File: src/rtl/iltype_instr_decoder.sv
// iltype_instr_decoder: RV32I I-type decoder (ALU-imm/load) feeding a DEPTH-entry FIFO of decoded fields
// Ports: clk; reset (sync, active-low); push side in_valid/in_ready/in_instr;
//   pop side out_valid/out_ready with head fields out_is_alu/out_is_load/out_illegal/out_rd/out_rs1/out_funct3/out_imm;
//   alu_count/load_count/illegal_count saturating retired-class counters, live only when ILTYPE_DEC_STATS_EN is defined (else 0).
module iltype_instr_decoder #(
  parameter int DEPTH = 4
) (
  input  logic        clk,
  input  logic        reset,
  input  logic        in_valid,
  output logic        in_ready,
  input  logic [31:0] in_instr,
  output logic        out_valid,
  input  logic        out_ready,
  output logic        out_is_alu,
  output logic        out_is_load,
  output logic        out_illegal,
  output logic [4:0]  out_rd,
  output logic [4:0]  out_rs1,
  output logic [2:0]  out_funct3,
  output logic [31:0] out_imm,
  output logic [15:0] alu_count,
  output logic [15:0] load_count,
  output logic [15:0] illegal_count
);
  localparam int AW = $clog2(DEPTH);
  localparam int CW = AW + 1;
  typedef struct packed {
    logic        is_alu;
    logic        is_load;
    logic        illegal;
    logic [4:0]  rd;
    logic [4:0]  rs1;
    logic [2:0]  funct3;
    logic [31:0] imm;
  } entry_t;
  entry_t mem [DEPTH];
  entry_t dec, head;
  logic [AW-1:0] wptr, rptr;
  logic [CW-1:0] count;
  logic [6:0] opcode, hi7;
  logic full, push, pop;
  assign opcode = in_instr[6:0];
  assign hi7 = in_instr[31:25];
  always_comb begin
    dec.is_alu = opcode == 7'b0010011;
    dec.is_load = opcode == 7'b0000011;
    dec.rd = in_instr[11:7];
    dec.rs1 = in_instr[19:15];
    dec.funct3 = in_instr[14:12];
    dec.imm = {{20{in_instr[31]}}, in_instr[31:20]};
    // shifts constrain imm[11:5]; loads reject funct3 3, 6 and 7
    dec.illegal = dec.is_alu ? (dec.funct3 == 3'd1 && hi7 != 7'b0) ||
                               (dec.funct3 == 3'd5 && hi7 != 7'b0 && hi7 != 7'b0100000)
                : dec.is_load ? (dec.funct3 == 3'd3 || dec.funct3[2:1] == 2'b11)
                : 1'b1;
  end
  assign out_valid = count != '0;
  assign full = count == CW'(DEPTH);
  assign in_ready = !full || out_ready;
  assign push = in_valid && in_ready;
  assign pop = out_valid && out_ready;
  assign head = mem[rptr];
  // empty FIFO presents zeroed fields so stale slots never leak out
  assign out_is_alu = out_valid && head.is_alu;
  assign out_is_load = out_valid && head.is_load;
  assign out_illegal = out_valid && head.illegal;
  assign out_rd = out_valid ? head.rd : '0;
  assign out_rs1 = out_valid ? head.rs1 : '0;
  assign out_funct3 = out_valid ? head.funct3 : '0;
  assign out_imm = out_valid ? head.imm : '0;
  always_ff @(posedge clk)
    if (push) mem[wptr] <= dec;
  always_ff @(posedge clk)
    if (!reset) begin
      wptr <= '0;
      rptr <= '0;
      count <= '0;
    end else begin
      if (push) wptr <= wptr + AW'(1);
      if (pop) rptr <= rptr + AW'(1);
      count <= count + CW'(push) - CW'(pop);
    end
`ifdef ILTYPE_DEC_STATS_EN
  always_ff @(posedge clk)
    if (!reset) begin
      alu_count <= '0;
      load_count <= '0;
      illegal_count <= '0;
    end else if (pop) begin
      if (head.illegal) illegal_count <= illegal_count + 16'(illegal_count != 16'hFFFF);
      else if (head.is_alu) alu_count <= alu_count + 16'(alu_count != 16'hFFFF);
      else if (head.is_load) load_count <= load_count + 16'(load_count != 16'hFFFF);
    end
`else
  assign alu_count = '0;
  assign load_count = '0;
  assign illegal_count = '0;
`endif
endmodule

File: config.mk
export PLATFORM = sky130hd
export DESIGN_NAME = iltype_instr_decoder
export DESIGN_NICKNAME = d
export VERILOG_FILES = /design/src/rtl/iltype_instr_decoder.sv
export SDC_FILE = /design/constraint.sdc
export NUM_CORES = 1
export LEC_CHECK = 0
export ABC_AREA = 1
export ABC_CLOCK_PERIOD_IN_PS = 2900
export BUFFER_PORTS_ARGS = -buffer_cell sky130_fd_sc_hd__buf_2
export CORE_MARGIN = 1.5
export CORE_UTILIZATION = 53
export CTS_CLUSTER_SIZE = 25
export DETAILED_ROUTE_END_ITERATION = 7
export GPL_TIMING_DRIVEN = 0
export PLACE_DENSITY = 0.79
export SLEW_MARGIN = 40
export SYNTH_ARGS = -nofsm -noshare
export SYNTH_HDL_FRONTEND = slang
export SYNTH_SLANG_ARGS = --single-unit
File: constraint.sdc
create_clock -name clk -period 2.9 [get_ports clk]
set_clock_uncertainty 0.1 [all_clocks]
set_input_delay 0.145 -clock clk [delete_from_list [all_inputs] [get_ports clk]]
set_output_delay 0.145 -clock clk [all_outputs]
set_load 0.1 [all_outputs]
==> metrics.yaml <==
die:
  initial_core_util: 0.553
  die_h_um: 105
  fp.dieW_um: 105
  io-pin-count: 134
  rows: 36
  coreArea_um2: 9910
  dieArea_um2: 11000
sta:
  finalSetupTns_ps: 0
  finalSetupViolCount: 0
  worst_pin_slew_ps: 554
  slew_headroom: 0.630
  fin_crit_sh: 0.942
  finalMaxSlewViolations: 0
  hold_violations: 0
  rsz0062_at_grt: "false"
  max_freq_ghz: 0.366
  finalWorstPathRequiredPeriod_ps: 2730
  hold_slack_ps: 47.4
worst_setup_path:
  reg2regPathDepth: 10
  path_class: "reg2out"
  crit-reg2reg-capture: "count[2]"
  rrSetupSlack_ps: 520
  path_buf_inv: 5
  cp.required_ps: 2650
  cp_slowest_cell: "buf_2"
  r2r_start: "count[1]"
  cp_slowest_stage_delay_ps: 410
  critPathTopFamily: "buffers and inverters"
  path_common_cell: "buf_2"
  worstPathCellList: "inv_2 > buf_2 > clkbuf_2 > o21ai_1 > a21oi_4 > buf_4 > buf_2"
  start_kind: "flip-flop"
  end_kind: "primary output"
  arrival_ps: 2490
  crit_fanout: 10
status:
  status: "finished, final reports clean"
synthesis:
  yosysTopAreaCell: "edfxtp_1"
  synthesis.area_um2: 5480
  synth.distinct_cells: 21
  syn_avg_cell_area_um2: 10.9
  synth_cells: 503
  synth_top_area_share: 0.614
  synth_area_leaders: "edfxtp_1 (61%), buf_4 (9.6%), nor2_1 (9.2%), dfxtp_1 (3.3%), o21ai_1 (2.9%)"
  seq_area_frac_synth: 0.647
  yosysWarnings: 0
  synth_seq_cells: 121
worst_hold_path:
  hold_start: "in_instr[2]"
  hold_path.class: "in2reg"
  holdPathEnd: "mem[3][47]"
  whs_path_depth: 4
cells_and_area:
  diodes: 0
  syn_to_final_growth_pct: 35.1
  layout_common_cells: "nor2_1 (131), edfxtp_1 (112), buf_4 (81)"
  final_nets: 734
  drive_above_1_share: 0.328
  final_cell_area_um2: 7400
  layout_commonest_cell: "nor2_1"
  post-route-util: 0.747
  final.fill_count: 674
route:
  drt-wirelength-per-cell_um: 14.5
  antenna_left: 0
  drc: 0
  drt_iter0_drc: 285
  vias: 3969
  first_pass_iters: 4
  drt_wl_total_mm: 12.2
  vias_per_cell: 4.74
global_routing:
  grt.met1_usage: 0.257
  grt_pass1_wl_mm: 18.5
  antenna_found_initial: 0
  grt-busiest-layer: "met2"
  grt_pass1_vias: 3790
  grt_overflow_total: 0
  grt_usage: 0.223
  gr-usage-met2: 0.405
  grt_max_degree: 22
  use_met3: 0.0586
clocking:
  cts_buffers: 17
  cts.path.max_buffers: 2
  clk_pin_slew_worst_paths_ps: 50
  cts_root_buf: "clkbuf_8"
  clock_latency_ps: 510
  clock-sinks: 121
  h-tree-depth: 4
  cts_tree: "built"
placement:
  place_congestion: 0.746
  place_area_um2: 6440
  io_buffers: 85
  dp_hpwl_mm: 7.56
run:
  cap_violations: 0
worst max-delay path by stage:
stage,cells past startpoint,end,startpoint
floorplan,4,mem[0][0],count[1]
global placement,4,mem[1][3],count[1]
detailed placement,10,count[2],count[1]
CTS,7,out_imm[30],flip-flop
global route,7,out_imm[16],flip-flop
finish,7,out_imm[16],flip-flop
repair_timing:
| item | 4_1_cts | 5_1_grt |
|---|---|---|
| hold endpoints to repair | 117 | 0 |
| gates resized for setup | 0 | 12 |
| hold buffers | 32 | 0 |
| buffers inserted | 0 | 0 |
| endpoints found under the setup margin | 0 | 21 |
through the flow:
stage | cells | setup slack, ps
finish | 837 | 169
global route | 837 | 9.69
CTS | 836 | 53.8
detailed placement | 772 | 539
global placement | 768 | -404
floorplan | 550 | 32.4
synthesized netlist by cell type (all sizes together):
library cell / instances
edfxtp: 112
a21oi: 31
nand2: 25
buf: 83
fa: 1
dfxtp: 9
and2: 1
ha: 6
o21ai: 57
nor3: 1
inv: 30
conb: 1
nor2: 135
clkbuf: 4
nand3: 7
registers in the layout, indices dropped and copies added (netlist names), named ones only:
name   flops
mem      112
count      3
wptr       2
rptr       2
final cells by class:
cell class	instances	area (µm²)	share of cell area
repair buffers	121	846	0.114
well taps	133	166	0.0225
multi-input cells	313	1500	0.202
flip-flops and latches	121	3540	0.479
clock buffers	18	418	0.0564
clock inverters	14	180	0.0243
plain buffers	87	638	0.0862
inverters	30	113	0.0152
cell families after synthesis:
| logic type | synth area share |
|---|---|
| simple gates | 0.118 |
| flops | 0.647 |
| buf+inv | 0.137 |
| compound gates | 0.0804 |
| fa+ha+maj | 0.0174 |
| other cells | 0.000684 |
worst register-to-register path, cell delays in order (launching register included):
cell and delay (ps):
dfxtp_1 350, nor2_1 210, nand3_2 160, nand2_1 360
ha_1 300, inv_1 60, ha_1 130, inv_1 50
fa_1 390, nor2_1 110, nor2_1 50
metal layers:
metal / wire (µm) / share of wire
met1: 4760 / 0.39
met2: 6440 / 0.53
met3: 843 / 0.069
met4: 123 / 0.010
met5: 0 / 0
Power is not shown: default switching activity piles up to over one toggle a cycle in this logic, so the estimate is an artifact.
